--- src/rtl/game_timer_bcd.sv ---
// game_timer_bcd: countdown game clock holding M:ST:SU as three BCD digits.
// Ports: clk, reset (async, active-high); start/pause/load one-cycle pulses;
//        min_digit/sec_tens/sec_ones BCD digits for the digit selector A/B/C;
//        running (RUN state), done (DONE state), warn (last-ten-seconds flag).
// Optional: define GAME_TIMER_WARN_EN to build the warn indicator; otherwise warn is 0.
module game_timer_bcd #(
  parameter int TICK_DIV    = 100000000,
  parameter int START_MIN   = 2,
  parameter int START_SEC_T = 0,
  parameter int START_SEC_U = 0
) (
  input  logic       clk,
  input  logic       reset,
  input  logic       start,
  input  logic       pause,
  input  logic       load,
  output logic [3:0] min_digit,
  output logic [3:0] sec_tens,
  output logic [3:0] sec_ones,
  output logic       running,
  output logic       done,
  output logic       warn
);
  localparam int PW = $clog2(TICK_DIV);
  localparam logic [3:0] P_MIN = 4'(START_MIN);
  localparam logic [3:0] P_ST  = 4'(START_SEC_T);
  localparam logic [3:0] P_SU  = 4'(START_SEC_U);
  localparam bit P_ZERO = (P_MIN == 4'd0) && (P_ST == 4'd0) && (P_SU == 4'd0);
`ifdef GAME_TIMER_WARN_EN
  localparam bit WARN_EN = 1'b1;
`else
  localparam bit WARN_EN = 1'b0;
`endif

  typedef enum logic [1:0] {IDLE, RUN, PAUSE, DONE} state_t;

  state_t        r_state;
  logic [PW-1:0] r_pre;
  logic [3:0]    r_min, r_st, r_su;
  logic          r_running, r_done, r_warn;

  logic       w_tick, w_su_b, w_st_b, w_zero, w_low;
  logic [3:0] w_min, w_st, w_su;

  // Decremented time, with BCD borrow rippling units -> tens -> minutes.
  assign w_tick = r_pre == PW'(TICK_DIV - 1);
  assign w_su_b = r_su == 4'd0;
  assign w_st_b = w_su_b && (r_st == 4'd0);
  assign w_su   = w_su_b ? 4'd9 : r_su - 4'd1;
  assign w_st   = w_su_b ? ((r_st == 4'd0) ? 4'd5 : r_st - 4'd1) : r_st;
  assign w_min  = w_st_b ? r_min - 4'd1 : r_min;
  assign w_low  = (w_min == 4'd0) && (w_st == 4'd0);
  assign w_zero = w_low && (w_su == 4'd0);

  always_ff @(posedge clk or posedge reset) begin
    if (reset) begin
      r_state   <= IDLE;
      r_pre     <= '0;
      r_min     <= P_MIN;
      r_st      <= P_ST;
      r_su      <= P_SU;
      r_running <= 1'b0;
      r_done    <= 1'b0;
      r_warn    <= 1'b0;
    end else if (load) begin
      r_state   <= IDLE;
      r_pre     <= '0;
      r_min     <= P_MIN;
      r_st      <= P_ST;
      r_su      <= P_SU;
      r_running <= 1'b0;
      r_done    <= 1'b0;
      r_warn    <= 1'b0;
    end else begin
      case (r_state)
        IDLE: if (start) begin
          r_state   <= P_ZERO ? DONE : RUN;
          r_pre     <= '0;
          r_running <= !P_ZERO;
          r_done    <= P_ZERO;
          r_warn    <= WARN_EN && !P_ZERO && (P_MIN == 4'd0) && (P_ST == 4'd0);
        end
        RUN: begin
          r_pre <= w_tick ? '0 : r_pre + PW'(1);
          if (w_tick) begin
            r_min <= w_min;
            r_st  <= w_st;
            r_su  <= w_su;
          end
          // Reaching 0:00 wins over a simultaneous pause.
          if (w_tick && w_zero) begin
            r_state   <= DONE;
            r_running <= 1'b0;
            r_done    <= 1'b1;
            r_warn    <= 1'b0;
          end else begin
            if (w_tick) r_warn <= WARN_EN && w_low;
            if (pause) begin
              r_state   <= PAUSE;
              r_running <= 1'b0;
            end
          end
        end
        PAUSE: if (start || pause) begin
          r_state   <= RUN;
          r_running <= 1'b1;
        end
        default: ;
      endcase
    end
  end

  assign min_digit = r_min;
  assign sec_tens  = r_st;
  assign sec_ones  = r_su;
  assign running   = r_running;
  assign done      = r_done;
  assign warn      = r_warn;
endmodule

--- config.mk ---
export PLATFORM = sky130hd
export DESIGN_NAME = game_timer_bcd
export DESIGN_NICKNAME = d
export VERILOG_FILES = /design/src/rtl/game_timer_bcd.sv
export SDC_FILE = /design/constraint.sdc
export NUM_CORES = 1
export LEC_CHECK = 0
export CORE_ASPECT_RATIO = 0.7
export CORE_UTILIZATION = 51
export CTS_BUF_LIST = sky130_fd_sc_hd__clkbuf_16
export CTS_CLUSTER_DIAMETER = 50
export CTS_CLUSTER_SIZE = 20
export DETAILED_ROUTE_END_ITERATION = 10
export GPL_TIMING_DRIVEN = 0
export MAX_ROUTING_LAYER = met4
export PLACE_DENSITY = 0.73
export SLEW_MARGIN = 15
export SYNTH_ARGS = -nofsm -noshare
export SYNTH_HDL_FRONTEND = slang
export SYNTH_SLANG_ARGS = --single-unit
--- constraint.sdc ---
create_clock -name clk -period 2.6 [get_ports clk]
set_clock_uncertainty 0.05 [all_clocks]
set_input_delay 0.52 -clock clk [delete_from_list [all_inputs] [get_ports clk]]
set_output_delay 0.52 -clock clk [all_outputs]
set_load 0.03 [all_outputs]
==> results.toml <==
[run_status]
status = "finished, final reports clean"

[grt]
first_global_vias = 1939
grtUsageMet2_pct = 33.4
grt_max_degree = 27
use_met1_pct = 40.1
busiest_layer = "met1"
antenna_found_initial = 0
gr-total-overflow = 0
grt_pass1_wl_um = 9980
grtUsageTotal_pct = 25.4
grtUsageMet3_pct = 5.09

[die]
die_area_mm2 = 0.00532
start_util_pct = 53.4
rows = 21
coreArea_mm2 = 0.00481
die_h_um = 61.4
chipWidth_um = 86.8
io_pins = 20

[min_path]
min_from = "done$_DFFE_PP0P_"
hp-class = "reg -> reg"

[timing]
setup_tns_ns = 0
min_period_ns = 2.44
timing.fmax_mhz = 410
tightest_slew_ns = 0.724
period_share_pct = 93.9
slew-limit-headroom_pct = 51.7
finalMaxSlewViolations = 0
setup_viol = 0
hold_viol_final = 0
rsz0062_at_grt = "false"

[yosys]
synthXorXnorAreaFrac_pct = 0.683
syn_inst = 284
synth_top_cell_area_share_pct = 41.0
synthMostInstantiatedCell = "dfrtp_1"
synth_area_mm2 = 0.00257
synth-edff-count = 0
synth-main-ff-cell = "dfrtp_1"
synth_cell_types = 57
yosysTopAreaCell = "dfrtp_1"
synth-seq-cells = 43
synthArstFlopShare_pct = 100
synthAdderAreaFrac_pct = 0.975
synthSimpleGateAreaFrac_pct = 25.3
synth_area_leaders = "dfrtp_1 41%, o21ai_0 3.5%, a22oi_1 3.5%"
synth_nets = 291
synth_common_cells = "42 x dfrtp_1, 19 x nand2_1, 18 x o21ai_0"
syn_avg_cell_area_um2 = 9.04
synth_compound_area_share_pct = 23.1
synthMuxAreaShare_pct = 2.49
ys_warn_count = 0
synth-seq-area-share_pct = 42.0
synth_top_family_by_area = "simple AND/OR/NAND/NOR gates"

[layout]
nNetsFinal = 318
drive_above_1_share_pct = 9.97
stdcell_area_mm2 = 0.00302
syn_to_final_growth_pct = 17.6
antennaDiodeCount = 0
fill_cells = 406
final_cells = 380

[clock_network]
clk_pin_slew_ns = 0.06
cts_tree = "built"
htree_levels = 2
ctsResizeCount = 0
clockBufferDepth = 2
clkLatencyLatePin_ns = 0.28
root_buffer = "clkbuf_16"
clock-sinks = 43
cts_inserted_buffers = 5

[critical_path]
r2r-start = "r_pre[0]$_DFFE_PP0P_"
crit_type = "reg -> reg"
r2r_end = "r_pre[10]$_DFFE_PP0P_"
arrival_ns = 2.53
worst_setup_path_start_kind = "flop"
cp_max_fo = 10
cp-startpoint = "r_pre[0]$_DFFE_PP0P_"
crit_required_ns = 2.69
ff2ff_setup_slack_ns = 0.16
endpoint = "r_pre[10]$_DFFE_PP0P_"
rr_worst_depth = 6
cp-end-kind = "flop"

[route]
routedWlPerCell_um = 16.4
drt_first_pass_iters = 5
num_vias = 2386
via_per_inst = 6.28
drtAntennaViolNets = 0
drt_iter0_drc = 179
route.detailed.drc = 0
finalWirelength_um = 6220

[place]
gp_congestion = 0.785
place_area_mm2 = 0.00284
dp_hpwl_um = 4540
placed_cells = 371
portBuffers = 17

[pwr]
p_leak_uw = 0.00116
power_density_mw_per_mm2 = 487
ir_drop_uv = 336

[run]
cap_violations = 0
[layer usage]
metal	wire length (µm)	vias to the layer above	share of wire, %
li1	-	1156	-
met1	3250	1156	52
met2	2580	72	42
met3	369	2	5.9
met4	24	0	0.39
met5	0	-	0
[worst min-delay path by stage]
stage | end | slack (ns) | cells past startpoint
CTS | done$_DFFE_PP0P_ | 0.45 | 1
detailed placement | done$_DFFE_PP0P_ | 0.43 | 1
global placement | done$_DFFE_PP0P_ | 0.43 | 1
global route | done$_DFFE_PP0P_ | 0.49 | 1
floorplan | r_pre[1]$_DFFE_PP0P_ | 0.45 | 2
finish | done$_DFFE_PP0P_ | 0.45 | 1
[registers in the layout (all words and copies together), names as in the netlist]
register and flops:
r_pre 27, min_digit 4, sec_ones 4, sec_tens 4
r_state 2, done 1, running 1
[power breakdown]
group	total [µW]	internal, µW	switching (µW)
clock network	684	444	239
registers	682	675	6.61
logic	104	31.2	72.4
total	1470	1150	318
[worst max-delay path: stages (launching register included)]
cell,delay [ns]
dfrtp_1,0.40
ha_1,0.26
nand4b_1,0.18
or4_4,0.57
o21ai_0,0.34
buf_2,0.32
o221ai_1,0.17
[placed cells by master (no fill, tap or decap), types with 7 or more instances in the layout]
cell / synthesis / layout
o21ai_0: 18 / 18
nor2_1: 17 / 17
or4_1: 9 / 9
nand2_1: 19 / 19
inv_1: 14 / 14
nor3_1: 13 / 13
nand4_1: 9 / 9
dfrtp_1: 42 / 42
nand3_1: 10 / 10
a22oi_1: 12 / 12
o311ai_0: 7 / 7
a21oi_1: 12 / 12
clkdlybuf4s50_1: 0 / 17
o31ai_1: 11 / 11
clkbuf_1: 11 / 11
[layout make-up]
class                   instances  area, µm²  share of cell area, %
flip-flops and latches         43       1080                   35.7
repair buffers                 20        205                   6.80
multi-input cells             210       1350                   44.8
clock inverters                 2       33.8                   1.12
inverters                      14       52.6                   1.74
plain buffers                  17       85.1                   2.82
well taps                      69       86.3                   2.86
clock buffers                   5        125                   4.15
[cells by family after synthesis]
logic type                 count (synthesis)
and+or+nand+nor                          114
AOI/OAI and AO/OA                         85
muxes                                      6
DFF                                       43
adders and majority gates                  2
xor gates and xnor gates                   2
buffers and inverters                     31
other                                      1
[stage by stage]
stage          util, %  hold slack [ns]  total power (µW)  setup slack, ns
3_5_place_dp      59.1            0.431               797           0.0509
4_1_cts           62.4            0.453              1480           0.0978
6_report          62.7            0.449              1470            0.160
3_3_place_gp      58.7            0.432               791           0.0714
5_1_grt           62.7            0.485              1530           0.0224
2_1_floorplan        -            0.448               759            0.402
[what timing repair did]
item                                    4_1_cts  5_1_grt
endpoints found under the hold margin         0        0
hold buffers                                  0        0
buffers inserted                              0        2
endpoints found under the setup margin        0       20
Power figures use the tool's default switching activity.
